### src/rtl/bcd_match_counter_disp_pkg.sv
// Shared constants for the multi-decade BCD match counter and its 7-segment scan path.
// Segment patterns are active-high {g,f,e,d,c,b,a}; polarity is applied at the output register.
package bcd_match_counter_disp_pkg;

  localparam int DIGIT_W = 4;
  localparam logic [DIGIT_W-1:0] BCD_MAX = 4'd9;

  localparam logic [6:0] SEG_0     = 7'h3F;
  localparam logic [6:0] SEG_1     = 7'h06;
  localparam logic [6:0] SEG_2     = 7'h5B;
  localparam logic [6:0] SEG_3     = 7'h4F;
  localparam logic [6:0] SEG_4     = 7'h66;
  localparam logic [6:0] SEG_5     = 7'h6D;
  localparam logic [6:0] SEG_6     = 7'h7D;
  localparam logic [6:0] SEG_7     = 7'h07;
  localparam logic [6:0] SEG_8     = 7'h7F;
  localparam logic [6:0] SEG_9     = 7'h6F;
  localparam logic [6:0] SEG_BLANK = 7'h00;

endpackage

### src/rtl/bcd_match_counter_disp_if.sv
// Control, data and display bundle of the BCD match counter.
// No valid/ready pair: EN qualifies every CP edge, LD is a one-edge command, outputs are always valid.
interface bcd_match_counter_disp_if #(
  parameter int DIGITS = 2
);
  import bcd_match_counter_disp_pkg::*;

  logic                      EN;
  logic                      LD;
  logic                      MODE;
  logic [DIGIT_W*DIGITS-1:0] Dn;
  logic [DIGIT_W*DIGITS-1:0] DataB;
  logic [DIGIT_W*DIGITS-1:0] Q;
  logic                      TC;
  logic                      HALT;
  logic [6:0]                Seg;
  logic [DIGITS-1:0]         Dig;

  modport master (
    output EN, LD, MODE, Dn, DataB,
    input  Q, TC, HALT, Seg, Dig
  );

  modport slave (
    input  EN, LD, MODE, Dn, DataB,
    output Q, TC, HALT, Seg, Dig
  );

endinterface

### src/rtl/bcd_match_counter_disp_seg7_bcd_decode.sv
// Combinational nibble to 7-segment pattern; non-BCD codes blank the digit.
module seg7_bcd_decode
  import bcd_match_counter_disp_pkg::*;
(
  input  logic [DIGIT_W-1:0] bcd,
  output logic [6:0]         seg
);

  always_comb begin
    seg = SEG_BLANK;
    case (bcd)
      4'd0:    seg = SEG_0;
      4'd1:    seg = SEG_1;
      4'd2:    seg = SEG_2;
      4'd3:    seg = SEG_3;
      4'd4:    seg = SEG_4;
      4'd5:    seg = SEG_5;
      4'd6:    seg = SEG_6;
      4'd7:    seg = SEG_7;
      4'd8:    seg = SEG_8;
      4'd9:    seg = SEG_9;
      default: seg = SEG_BLANK;
    endcase
  end

endmodule

### src/rtl/bcd_match_counter_disp.sv
// Cascaded BCD counter with load, terminal-value match (reload or halt) and a
// time-multiplexed single 7-segment display driver.
module bcd_match_counter_disp
  import bcd_match_counter_disp_pkg::*;
#(
  parameter int DIGITS     = 2,
  parameter int SCAN_DIV   = 4,
  parameter bit SEG_ACT_HI = 1
) (
  input logic                     CP,
  input logic                     MRN,
  bcd_match_counter_disp_if.slave bus
);

  localparam int W     = DIGIT_W * DIGITS;
  localparam int IDX_W = (DIGITS > 1) ? $clog2(DIGITS) : 1;
  localparam logic [IDX_W-1:0] IDX_LAST = IDX_W'(DIGITS - 1);
  localparam logic POL_INV = !SEG_ACT_HI;

  logic [W-1:0]         q;
  logic [W-1:0]         q_inc;
  logic                 tc;
  logic                 halt;
  logic                 match;
  logic [DIGITS-1:0]    carry;
  logic [DIGIT_W-1:0]   q_dig [DIGITS];

  logic [SCAN_DIV-1:0]  scan_cnt;
  logic [IDX_W-1:0]     idx;
  logic [6:0]           seg_raw;
  logic [6:0]           seg_r;
  logic [DIGITS-1:0]    dig_r;

  assign carry[0] = 1'b1;

  // Any nibble >= 9 (including loaded A..F) rolls to 0 and carries onward.
  for (genvar i = 0; i < DIGITS; i++) begin : g_decade
    assign q_dig[i] = q[i*DIGIT_W +: DIGIT_W];
    assign q_inc[i*DIGIT_W +: DIGIT_W] =
      !carry[i]               ? q_dig[i] :
      (q_dig[i] >= BCD_MAX)   ? '0       :
                                q_dig[i] + 4'd1;
    if (i < DIGITS - 1) begin : g_carry
      assign carry[i+1] = carry[i] & (q_dig[i] >= BCD_MAX);
    end
  end

  // A halted counter never re-matches, so TC cannot repeat while HALT is set.
  assign match = bus.EN & ~halt & (q == bus.DataB);

  always_ff @(posedge CP or negedge MRN) begin
    if (!MRN) begin
      q    <= '0;
      tc   <= 1'b0;
      halt <= 1'b0;
    end else if (bus.LD) begin
      q    <= bus.Dn;
      tc   <= 1'b0;
      halt <= 1'b0;
    end else if (match) begin
      tc <= 1'b1;
      if (bus.MODE) halt <= 1'b1;
      else          q    <= bus.Dn;
    end else begin
      tc <= 1'b0;
      if (bus.EN && !halt) q <= q_inc;
    end
  end

  seg7_bcd_decode u_decode (
    .bcd (q_dig[idx]),
    .seg (seg_raw)
  );

  // Scan runs regardless of EN/HALT; Seg and Dig share one register stage so they never skew.
  always_ff @(posedge CP or negedge MRN) begin
    if (!MRN) begin
      scan_cnt <= '0;
      idx      <= '0;
      seg_r    <= SEG_0 ^ {7{POL_INV}};
      dig_r    <= DIGITS'(1) ^ {DIGITS{POL_INV}};
    end else begin
      scan_cnt <= scan_cnt + 1'b1;
      if (scan_cnt == '1) idx <= (idx == IDX_LAST) ? '0 : idx + 1'b1;
      seg_r <= seg_raw ^ {7{POL_INV}};
      dig_r <= (DIGITS'(1) << idx) ^ {DIGITS{POL_INV}};
    end
  end

  assign bus.Q    = q;
  assign bus.TC   = tc;
  assign bus.HALT = halt;
  assign bus.Seg  = seg_r;
  assign bus.Dig  = dig_r;

endmodule

### src/flat_wrapper.sv
// flat-port wrapper written by rule: the top's interface ports become plain ports
module bcd_match_counter_disp_flat import bcd_match_counter_disp_pkg::*;
#(
  parameter int DIGITS     = 2,
  parameter int SCAN_DIV   = 4,
  parameter bit SEG_ACT_HI = 1
)
  (CP, MRN, bus_EN, bus_LD, bus_MODE, bus_Dn, bus_DataB, bus_Q, bus_TC, bus_HALT, bus_Seg, bus_Dig);
  bcd_match_counter_disp_if #(.DIGITS(DIGITS)) bus_i ();
  input logic CP;
  input logic MRN;
  input wire logic [$bits(bus_i.EN)-1:0] bus_EN;
  input wire logic [$bits(bus_i.LD)-1:0] bus_LD;
  input wire logic [$bits(bus_i.MODE)-1:0] bus_MODE;
  input wire logic [$bits(bus_i.Dn)-1:0] bus_Dn;
  input wire logic [$bits(bus_i.DataB)-1:0] bus_DataB;
  output wire logic [$bits(bus_i.Q)-1:0] bus_Q;
  output wire logic [$bits(bus_i.TC)-1:0] bus_TC;
  output wire logic [$bits(bus_i.HALT)-1:0] bus_HALT;
  output wire logic [$bits(bus_i.Seg)-1:0] bus_Seg;
  output wire logic [$bits(bus_i.Dig)-1:0] bus_Dig;
  assign bus_i.EN = bus_EN;
  assign bus_i.LD = bus_LD;
  assign bus_i.MODE = bus_MODE;
  assign bus_i.Dn = bus_Dn;
  assign bus_i.DataB = bus_DataB;
  assign bus_Q = bus_i.Q;
  assign bus_TC = bus_i.TC;
  assign bus_HALT = bus_i.HALT;
  assign bus_Seg = bus_i.Seg;
  assign bus_Dig = bus_i.Dig;
  bcd_match_counter_disp #(.DIGITS(DIGITS), .SCAN_DIV(SCAN_DIV), .SEG_ACT_HI(SEG_ACT_HI)) u_core (.CP(CP), .MRN(MRN), .bus(bus_i));
endmodule
### config.mk
export PLATFORM = sky130hd
export DESIGN_NAME = bcd_match_counter_disp_flat
export DESIGN_NICKNAME = d
export VERILOG_FILES = /design/src/rtl/bcd_match_counter_disp_pkg.sv /design/src/rtl/bcd_match_counter_disp_if.sv /design/src/rtl/bcd_match_counter_disp_seg7_bcd_decode.sv /design/src/rtl/bcd_match_counter_disp.sv /design/src/flat_wrapper.sv
export SDC_FILE = /design/constraint.sdc
export NUM_CORES = 1
export LEC_CHECK = 0
export BUFFER_PORTS_ARGS = -buffer_cell sky130_fd_sc_hd__buf_2
export CAP_MARGIN = 20
export CORE_MARGIN = 5
export CORE_UTILIZATION = 35
export DETAILED_ROUTE_END_ITERATION = 8
export PLACE_DENSITY = 0.63
export SLEW_MARGIN = 20
export SYNTH_ARGS = -nofsm -noshare
export SYNTH_HDL_FRONTEND = slang
export SYNTH_SLANG_ARGS = --single-unit
### constraint.sdc
create_clock -name CP -period 2.35 [get_ports CP]
set_input_delay 0.1175 -clock CP [delete_from_list [all_inputs] [get_ports CP]]
set_output_delay 0.1175 -clock CP [all_outputs]
set_load 0.02 [all_outputs]
Word-level counts from Yosys, hierarchy flattened
Memories as Yosys holds them, arrays and structs flattened. A register that Yosys moved wholly into a read port is not among the register bits.
Cells that the tools add are included.
Storage, ports and cells
  register bits: 17
  ROM bits: 112
  bits of input ports: 21
  output and inout port bits: 19
  word-level logic and storage cells: 49
  memories kept: 1
Memory list
  (no name shown): words 16, bits a word 7, read ports 1, clocked after Yosys merged registers in 1, write ports 0, RTL line bcd_match_counter_disp_seg7_bcd_decode.sv:11  | case (bcd)
Cells by class
  $add $sub $neg: 4
  $lt $le $gt $ge: 3
  equality and inequality tests: 3
  shift operators: 1
  mux-type cells: 16
  bitwise operators: 4
  reduce and logical (&&, ||, !) cells: 10
Operator list (number)
  $mux 8: 4
  $mux 4: 6
  $add 4x1->4 const B: 3
  $eq 8x8->1: 1
  $ge 4x4->1 const B: 2
  $mux 1: 6
  $reduce_bool 3->1: 2
  $eq 4x4->1 const B: 1
  $reduce_and 2->1: 2
  $reduce_bool 2->1: 2
  $ne 3x3->1 const B: 1
  $reduce_and 3->1: 1
  $and 1x1->1: 2
  $ge 2x2->1 const B: 1
  $logic_not 1->1: 2
  $not 1->2: 1
  $shl 1x1->2 const A: 1
  $add 1x1->1 const B: 1
  $logic_and 1x1->1: 1
  $not 1->1: 1

Logic depth before layout (Yosys ltp)
Gate-level depths: netlist of the first run.
  word-level depth: 6
  gate-level depth with buffers: 8

Hierarchy
Synthesis of the first run repeated with hierarchy kept, for this count alone.
Second synthesis, totals
  cell total of the unflattened synthesis: 146
  area, all modules: 1535.2 sq um
By module, submodules not included
  bcd_match_counter_disp: instances 1, cells an instance 118, area an instance 1316.3 sq um, seq. area each 609.3 sq um
  seg7_bcd_decode: instances 1, cells an instance 28, area an instance 219.0 sq um, seq. area each 0.0 sq um

Worst setup path after synthesis of the first run
Ideal clock, no wire load.
  path type: register to register
  start point: register u_core.q[0] (netlist: u_core.bus.Q[0])
  end point: register u_core.q[7] (netlist: u_core.bus.Q[7])
  library setup time: 0.125 ns
  data arrival time: 1.877 ns
  data required time: 2.225 ns
  setup slack: 0.348 ns
  stages on the path, launching flop included: 6
  path through: dfrtp_1 -> xor2_1 -> nor4_4 -> a31oi_4 -> mux2_4 -> mux2_4
Between the ends
  cells in the longest elaborated chain, start to end: 4
RTL lines
  start, declared: RTL line bcd_match_counter_disp.sv:20  | logic [W-1:0] q;
  start signal, assigned: RTL line bcd_match_counter_disp.sv:57  | q <= bus.Dn;
  start signal, assigned: RTL line bcd_match_counter_disp.sv:63  | else q <= bus.Dn;
  start signal, assigned: RTL line bcd_match_counter_disp.sv:66  | if (bus.EN && !halt) q <= q_inc;
  $eq 8x8->1: RTL line bcd_match_counter_disp.sv:49  | assign match = bus.EN & ~halt & (q == bus.DataB);
  $and 1x1->1: RTL line bcd_match_counter_disp.sv:49
  $ne 3x3->1 (no line), or another cell as far along
  $reduce_and 3->1 (no line) or $mux 8 (tied branches)
Several ways; a longest one is shown, not always the timed one.
A chain may end at the register's enable or synchronous reset.

Worst setup path after layout of the first run
Same ends and word-level chain as after synthesis.

==> results of run 1 <==
kinds of logic (layout without fill, tap and decap cells):
kind of cell	count (synthesis)	after routing	synth area share
compound gates	25	25	0.129
xor+xnor	12	12	0.0680
fa+ha+maj	13	13	0.105
buf+inv	14	62	0.0356
flops	24	24	0.394
mux	13	13	0.0930
simple gates	47	47	0.176
metrics by stage:
stage | util | power, mW | hold slack, ps
after detailed placement | 0.427 | 1.58 | 140
final | 0.446 | 1.93 | 93.4
after floorplan | - | 1.28 | -178
after global placement | 0.427 | 1.58 | 140
after CTS | 0.446 | 1.96 | 90.0
after global routing | 0.446 | 2.10 | 88.9
sequential cells by signal (all words and copies together) (netlist names):
| register | cells |
|---|---|
| u_core.bus.Dig | 2 |
| u_core.bus.TC | 1 |
| u_core.idx | 1 |
| u_core.bus.Q | 8 |
| u_core.scan_cnt | 4 |
| u_core.bus.HALT | 1 |
| u_core.bus.Seg | 7 |
where the power goes:
group          switching (mW)  leakage [nW]  internal [mW]
Sequential             0.0773         0.280          0.547
Combinational           0.560         0.643          0.384
Clock                   0.138        0.0357          0.228
Total                   0.775         0.959           1.16
cell usage after synthesis, drive strengths merged:
master   number
a21boi        4
a21oi         4
a22o          2
a2bb2oi       1
a31oi         3
a32o          1
a41oi         1
and2          2
and3          1
buf           3
dfrtp        17
dfstp         7
ha           13
inv          11
mux2          5
mux2i         8
nand2         9
nand2b        2
nand3         5
nand3b        2
nand4         1
nor2         12
nor2b         5
nor3          2
nor3b         2
nor4          2
o2111ai       1
o21ai         4
o22ai         3
o41ai         1
or3           1
or3b          1
xnor2         3
xor2          9
metal layers:
layer | GRT usage | up-vias | share of wire
met5 | 0 | - | 0
met4 | 0.0315 | 0 | 0.0055
met3 | 0.0284 | 2 | 0.050
met2 | 0.193 | 32 | 0.44
met1 | 0.171 | 580 | 0.51
li1 | - | 611 | -
timing repair:
action | 4_1_cts | 5_1_grt
setup endpoints to repair | 0 | 0
resized for setup | 0 | 0
hold buffers | 1 | 0
endpoints found under the hold margin | 17 | 0
area by class of cell:
cell class                      count  area, um2
Timing Repair Buffer               47        258
Multi-Input combinational cell    110        882
Sequential cell                    24        609
Tap cell                           52       65.1
Clock buffer                        3       41.3
Fill cell                         438       2400
Inverter                           11       41.3
Clock inverter                      1       30.0
worst min-delay path by stage:
stage          slack (ps)                end
2_1_floorplan        -180  u_core.bus.Dig[1]
3_3_place_gp          140    u_core.bus.Q[2]
3_5_place_dp          140    u_core.bus.Q[2]
4_1_cts                90    u_core.bus.HALT
5_1_grt                90    u_core.bus.HALT
6_report               90    u_core.bus.HALT
worst max-delay path: stages, from the launching register on:
cell and delay, ps:
dfrtp_1 530, xor2_1 360, nor4_4 110, a31oi_4 400
mux2_4 330, mux2_4 250
==> results.py, run 1 <==
metrics = {
    "sta": {
        "fmax_mhz": 479,
        "layout_min_cycle_time_ps": 2090,
        "hold_violations": 0,
        "finalClockSkew_ps": 8.18,
        "slew_headroom": 0.637,
        "worst_slew_pin_slew_ps": 543,
        "rsz0062_at_grt": "false",
        "timing.final.ws_setup_ps": 260,
        "slew_violations": 0,
        "finalCritPeriodShare": 0.889,
        "finalSetupTns_ps": 0,
        "finalSetupViolations": 0,
    },
    "yosys": {
        "synth_top_cell_by_area": "dfrtp_1",
        "synth_fp_nets": 182,
        "ys_top_cells_by_area": "dfrtp_1, dfstp_2, ha_1",
        "yosysSeqAreaShare": 0.394,
        "syn_area_mm2": 0.00155,
        "netlist.area_leader.share": 0.275,
        "ys_warn_count": 0,
        "syn-instance-count": 148,
        "synth.distinct_cells": 41,
        "syn_avg_cell_area_um2": 10.4,
        "synth_seq_cells": 24,
    },
    "worst_setup_path": {
        "timing.rr.end": "u_core.bus.Q[7]",
        "required_ps": 2510,
        "rr_startpoint": "u_core.bus.Q[0]",
        "reg2reg_depth": 5,
        "path_class": "flop to flop",
        "worstSetupEndpoint": "u_core.bus.Q[7]",
        "rrSetupSlack_ps": 260,
        "worst_setup_path_end_kind": "flop",
        "path_max_fanout": 10,
        "cp-startpoint": "u_core.bus.Q[0]",
        "critPathLaunchType": "flop",
        "cp.arrival_ps": 2250,
    },
    "clock_tree": {
        "cts_setup_buffers": 0,
        "cts_tree": "built",
        "clock_sinks": 24,
        "clk_latency_ps": 270,
        "cts_max_path_buffers": 2,
        "cts-root-buf": "clkbuf_8",
        "clk_pin_slew_ps": 90,
        "htreeDepth": 1,
        "cts_made_buffers": 3,
    },
    "placement": {
        "place.gp.congestion": 0.830,
        "dp_slack_ps": 292,
        "dp_hpwl_mm": 2.72,
        "port_buffers": 39,
        "place_area_mm2": 0.00185,
        "dpl.cell_count": 243,
    },
    "die": {
        "die_w_um": 76.5,
        "start_util": 0.358,
        "core-area_mm2": 0.00432,
        "dieArea_mm2": 0.00585,
        "fp.dieH_um": 76.5,
        "ios": 40,
        "rows": 24,
    },
    "drt": {
        "vias_per_cell": 4.94,
        "dr.pass1.iters": 4,
        "initialDrtViolationCount": 46,
        "num_vias": 1225,
        "drc": 0,
        "avgRoutedWirePerCell_um": 14.0,
        "routed_wl_mm": 3.47,
        "antenna_left": 0,
    },
    "global_route": {
        "grt-ovfl-total": 0,
        "grt_max_degree": 25,
        "antenna_found_initial": 0,
        "grt_pass1_wl_mm": 6.02,
        "grt_pass1_vias": 1250,
        "track_usage": 0.123,
    },
    "layout": {
        "antenna_cells": 0,
        "drive_above_1_share": 0.347,
        "final_cell_area_mm2": 0.00193,
        "syn2layout_area_growth_pct": 24.6,
        "final_cells": 248,
        "layout_common_cells": "buf_2, dfrtp_1, ha_1",
        "final_common_cell": "buf_2",
        "fin_nets": 231,
    },
    "flow_run": {
        "drv_cap": 0,
    },
    "hold_path": {
        "min_from": "bus_MODE",
        "min_path_type": "input port to flop",
        "whs_path_depth": 3,
    },
    "power_and_ir_drop": {
        "p_per_area_mw_per_mm2": 1000,
        "p_leak_nw": 0.959,
        "irDropWorstVdd_mv": 0.425,
    },
    "status": {
        "status": "finished clean",
    },
}
(Power assumes the default switching activity.)
==> run 2: changes to the inputs <==
--- a/config.mk
+++ b/config.mk
@@ -9,6 +9,8 @@
 export CAP_MARGIN = 20
+export CELL_PAD_IN_SITES_DETAIL_PLACEMENT = 0
+export CELL_PAD_IN_SITES_GLOBAL_PLACEMENT = 2
 export CORE_MARGIN = 5
-export CORE_UTILIZATION = 35
+export CORE_UTILIZATION = 32
 export DETAILED_ROUTE_END_ITERATION = 8
-export PLACE_DENSITY = 0.63
+export PLACE_DENSITY = 0.84
 export SLEW_MARGIN = 20
==> constraint.sdc (replaced) <==
create_clock -name CP -period 2.35 [get_ports CP]
set_input_delay 0.235 -clock CP [delete_from_list [all_inputs] [get_ports CP]]
set_output_delay 0.235 -clock CP [all_outputs]
set_load 0.02 [all_outputs]
==> results.py, run 2 (synthesis gave the netlist of run 1 again) <==
metrics = {
    "clock_tree": {
        "cts_made_buffers": 3,
        "clk_latency_ps": 260,
        "cts-root-buf": "clkbuf_8",
        "htreeDepth": 1,
        "clock_sinks": 24,
        "ctsResizeCount": 0,
        "cts_tree": "built",
        "cts_max_path_buffers": 2,
        "clk_pin_slew_ps": 90,
        "cts_setup_buffers": 0,
    },
    "drt": {
        "antenna_left": 0,
        "num_vias": 1218,
        "initialDrtViolationCount": 51,
        "vias_per_cell": 4.65,
        "avgRoutedWirePerCell_um": 13.6,
        "drc": 0,
        "routed_wl_mm": 3.56,
        "dr.pass1.iters": 4,
    },
    "die": {
        "dieArea_mm2": 0.00632,
        "fp.dieH_um": 79.5,
        "start_util": 0.327,
        "rows": 25,
        "ios": 40,
        "die_w_um": 79.5,
        "core-area_mm2": 0.00472,
    },
    "sta": {
        "finalClockSkew_ps": 4.70,
        "finalSetupTns_ps": 0,
        "slew_violations": 0,
        "slew_headroom": 0.611,
        "layout_min_cycle_time_ps": 2090,
        "timing.final.ws_setup_ps": 262,
        "hold_violations": 0,
        "worst_slew_pin_slew_ps": 583,
        "fmax_mhz": 479,
        "finalSetupViolations": 0,
        "rsz0062_at_grt": "false",
        "finalCritPeriodShare": 0.889,
    },
    "power_and_ir_drop": {
        "swShare": 0.401,
        "irDropWorstVdd_mv": 0.370,
        "p_clk_frac": 0.188,
        "p_per_area_mw_per_mm2": 995,
        "p_leak_nw": 0.954,
        "power.total_mw": 1.93,
        "p_int_mw": 1.16,
        "comb_power_share": 0.485,
        "p_switching_uw": 772,
        "seqPwrFrac": 0.327,
    },
    "layout": {
        "antenna_cells": 0,
        "layout_common_cells": "buf_2, dfrtp_1, ha_1",
        "largest_reg_flops": 8,
        "drive_above_1_share": 0.344,
        "fillCellCount": 486,
        "final_common_cell": "buf_2",
        "post-route-util": 0.410,
        "fin_nets": 230,
        "syn2layout_area_growth_pct": 25.3,
    },
    "worst_setup_path": {
        "required_ps": 2500,
        "critPathLaunchType": "flop",
        "path_max_fanout": 10,
        "path_class": "flop to flop",
        "cp.arrival_ps": 2240,
        "worst_setup_path_end_kind": "flop",
    },
    "global_route": {
        "antenna_found_initial": 0,
        "grt_pass1_wl_mm": 6.14,
        "grt-ovfl-total": 0,
        "track_usage": 0.122,
        "grt_pass1_vias": 1329,
        "grt_max_degree": 25,
    },
    "placement": {
        "dp_slack_ps": 266,
        "place.gp.congestion": 0.872,
        "port_buffers": 39,
        "dp_hpwl_mm": 2.87,
    },
    "status": {
        "status": "finished clean",
    },
    "flow_run": {
        "drv_cap": 0,
    },
    "hold_path": {
        "min_path_type": "input port to flop",
    },
}
==> run 2: changes by cell type in the layout (fill, tap and decap cells not counted) <==
cell,before,now
buf_4,7,6
==> run 2: final cells by class <==
cell class                 instances  area, um2  share of cell area
clock inverter                     1       30.0              0.0155
tap                               67       83.8              0.0433
clock buffer                       3       41.3              0.0213
sequential                        24        609               0.314
timing repair buffer              46        250               0.129
inverter                          11       41.3              0.0213
multi-input combinational        110        882               0.455
==> run 2: per-stage QoR <==
step	cell area [um2]	instances	hold slack [ps]
2_1_floorplan	1550	148	-60.6
3_3_place_gp	1860	257	251
3_5_place_dp	1860	257	254
4_1_cts	1940	262	211
5_1_grt	1940	262	223
6_report	1940	262	214
==> run 2: critical path, stage by stage, from the launching register on <==
cell	delay (ps)
dfrtp_1	520
xor2_1	340
nor4_4	100
a31oi_4	420
mux2_4	340
mux2_4	250
==> run 2: metal layers <==
layer / wire length, um / vias up / share of wire / track usage
met4: 53 / 0 / 0.015 / 0.0498
met5: 0 / - / 0 / 0
met3: 118 / 4 / 0.033 / 0.0192
met2: 1720 / 20 / 0.48 / 0.210
li1: - / 615 / - / -
met1: 1670 / 579 / 0.47 / 0.152
==> run 2: final timing paths <==
| kind | start | to | slack (ps) | depth (start not counted) |
|---|---|---|---|---|
| min in group asynchronous | MRN | u_core.bus.HALT | 490 | 2 |
| min reg2reg | u_core.scan_cnt[0] | u_core.scan_cnt[0] | 470 | 1 |
| max reg2reg | u_core.bus.Q[0] | u_core.bus.Q[7] | 260 | 5 |
| min | bus_MODE | u_core.bus.HALT | 210 | 3 |
| max | u_core.bus.Q[0] | u_core.bus.Q[7] | 260 | 5 |
| max in group asynchronous | MRN | u_core.bus.Seg[0] | 1490 | 2 |
==> run 2: repair_timing <==
action | 4_1_cts | 5_1_grt
hold endpoints to repair | 17 | 0
hold buffers | 1 | 0
endpoints found under the setup margin | 0 | 0
==> run 2: power by group through the flow <==
stage	sequential, mW	clock, mW	combinational (mW)
floorplan	0.768	0	0.508
global placement	0.633	0	0.933
detailed placement	0.640	0	0.939
CTS	0.631	0.372	0.945
global route	0.651	0.397	1.05
finish	0.630	0.362	0.936
==> run 3: changes to the inputs <==
ABC_AREA = 1   (was default)
CORE_UTILIZATION = 29   (was 32)
==> results.py, run 3 <==
metrics = {
    "worst_setup_path": {
        "path_max_fanout": 10,
        "path_class": "flop to flop",
        "worst_setup_path_end_kind": "flop",
        "critPathLaunchType": "flop",
        "required_ps": 2550,
        "reg2reg_depth": 7,
        "cp.arrival_ps": 2210,
    },
    "sta": {
        "whs_ps": 180,
        "hold_violations": 0,
        "finalSetupTns_ps": 0,
        "finalCritPeriodShare": 0.855,
        "worst_slew_pin_slew_ps": 633,
        "fmax_mhz": 498,
        "slew_violations": 0,
        "finalSetupViolations": 0,
        "rsz0062_at_grt": "false",
        "layout_min_cycle_time_ps": 2010,
        "finalClockSkew_ps": 13.3,
        "slew_headroom": 0.573,
    },
    "status": {
        "status": "finished clean",
    },
    "drt": {
        "antenna_left": 0,
        "routed.top_layer": "met4",
        "routed_wl_mm": 4.24,
        "dr.pass1.iters": 4,
        "wl_met1_mm": 2.05,
        "num_vias": 1532,
        "initialDrtViolationCount": 59,
        "vias_per_cell": 4.43,
        "wl_met3_um": 242,
        "drc": 0,
        "wl_met2_mm": 1.91,
        "avgRoutedWirePerCell_um": 12.3,
    },
    "flow_run": {
        "drv_cap": 0,
    },
    "clock_tree": {
        "htreeDepth": 1,
        "clk_pin_slew_ps": 100,
        "cts-root-buf": "clkbuf_8",
        "ctsResizeCount": 0,
        "cts_max_path_buffers": 2,
        "clk_latency_ps": 270,
        "clock_sinks": 24,
        "cts_made_buffers": 3,
        "cts_tree": "built",
    },
    "yosys": {
        "synth_seq_cells": 24,
        "ys.flop_type": "dfrtp_1",
        "synth.distinct_cells": 30,
        "synth-edff-count": 0,
        "syn_area_mm2": 0.00170,
        "syn-instance-count": 231,
        "ys_top_cells_by_count": "nand2_1, inv_1, dfrtp_1",
        "synth_fp_nets": 265,
        "synth-async-reset-ratio": 1.00,
        "yosysSeqAreaShare": 0.359,
        "ys_warn_count": 0,
        "synth_top_cell_by_area": "dfrtp_1",
        "syn_avg_cell_area_um2": 7.34,
        "synth.most_common_cell": "nand2_1",
        "ys_top_cells_by_area": "dfrtp_1, nand2_1, dfstp_2",
        "netlist.area_leader.share": 0.251,
    },
    "global_route": {
        "track_usage": 0.122,
        "grt_pass1_wl_mm": 7.20,
        "grt-ovfl-total": 0,
        "grt_max_degree": 25,
        "antenna_found_initial": 0,
        "grt_pass1_vias": 1550,
    },
    "die": {
        "fp.dieH_um": 86.5,
        "core-area_mm2": 0.00561,
        "start_util": 0.302,
        "die_w_um": 86.5,
        "ios": 40,
        "dieArea_mm2": 0.00748,
        "rows": 27,
    },
    "hold_path": {
        "min_path_type": "input port to flop",
        "whs_path_depth": 2,
    },
    "layout": {
        "fin_nets": 309,
        "final_common_cell": "nand2_1",
        "fillCellCount": 655,
        "largest_reg_flops": 8,
        "final_cell_area_mm2": 0.00205,
        "layout.area.seq_um2": 609,
        "antenna_cells": 0,
        "layout_common_cells": "nand2_1, buf_2, inv_1",
        "syn2layout_area_growth_pct": 21.1,
        "drive_above_1_share": 0.248,
        "multi_input_area_um2": 933,
    },
    "power_and_ir_drop": {
        "p_leak_nw": 1.18,
        "p_per_area_mw_per_mm2": 843,
        "irDropWorstVdd_mv": 0.396,
    },
    "placement": {
        "place.gp.congestion": 0.752,
        "place_area_mm2": 0.00197,
        "dp_hpwl_mm": 3.39,
        "port_buffers": 39,
    },
}
## run 3: cell count changes after synthesis, sizes merged, moves of 8 or more
cell   change
nand2     +82
inv       +24
mux2i      -8
nand3     +11
o21ai     +13
## run 3: area by class of cell
cell class,count,area share
timing repair buffer,41,0.104
tap,72,0.0439
multi-input combinational,169,0.455
clock inverter,1,0.0146
inverter,36,0.0664
sequential,24,0.297
clock buffer,3,0.0201
## run 3: path summary, 6_finish.rpt
path                                          from            endpoint  slack, ps
worst max-delay path                    u_core.idx   u_core.bus.Seg[6]        340
worst min-delay path                        bus_LD       u_core.bus.TC        180
worst max register to register          u_core.idx   u_core.bus.Seg[6]        340
worst min register to register  u_core.scan_cnt[0]  u_core.scan_cnt[0]        450
max in group asynchronous                      MRN   u_core.bus.Seg[4]       1490
min in group asynchronous                      MRN     u_core.bus.Q[7]        470
## run 3: worst max-delay path, stage by stage (launching register included)
cell and delay, ps:
dfrtp_1 480, o21ai_0 550, inv_1 180, ha_1 220
or2_2 300, o21ai_0 80, nand2_1 70, nand2_1 50
## run 3: power breakdown
group | total, mW | internal, mW | switching, mW
combinational | 0.745 | 0.258 | 0.487
sequential | 0.616 | 0.536 | 0.0796
clock | 0.372 | 0.228 | 0.144
## run 3: kinds of logic (layout without fill, tap and decap cells)
group | count (synthesis) | count (layout) | share of synthesized area
xor+xnor | 8 | 8 | 0.0413
compound gates | 21 | 21 | 0.0723
flops | 24 | 24 | 0.359
simple gates | 127 | 127 | 0.341
buf+inv | 38 | 81 | 0.0900
fa+ha+maj | 13 | 13 | 0.0959
## run 3: metrics by stage
step / instances / setup slack (ps) / util / total power [mW]
after floorplan: 231 / 532 / - / 1.14
after global placement: 341 / 427 / 0.352 / 1.37
after detailed placement: 341 / 390 / 0.352 / 1.38
after CTS: 346 / 366 / 0.366 / 1.76
after global routing: 346 / 186 / 0.366 / 1.88
final: 346 / 341 / 0.366 / 1.73
## run 3: repair_timing
action,4_1_cts,5_1_grt
setup endpoints to repair,0,0
hold endpoints to repair,17,0
hold buffers,1,0
buffers inserted,0,0
## run 3: routing by layer
metal | up-vias | global-route usage
met4 | 0 | 0.0467
met5 | - | 0
met1 | 684 | 0.158
met3 | 4 | 0.0247
met2 | 44 | 0.198
li1 | 800 | -
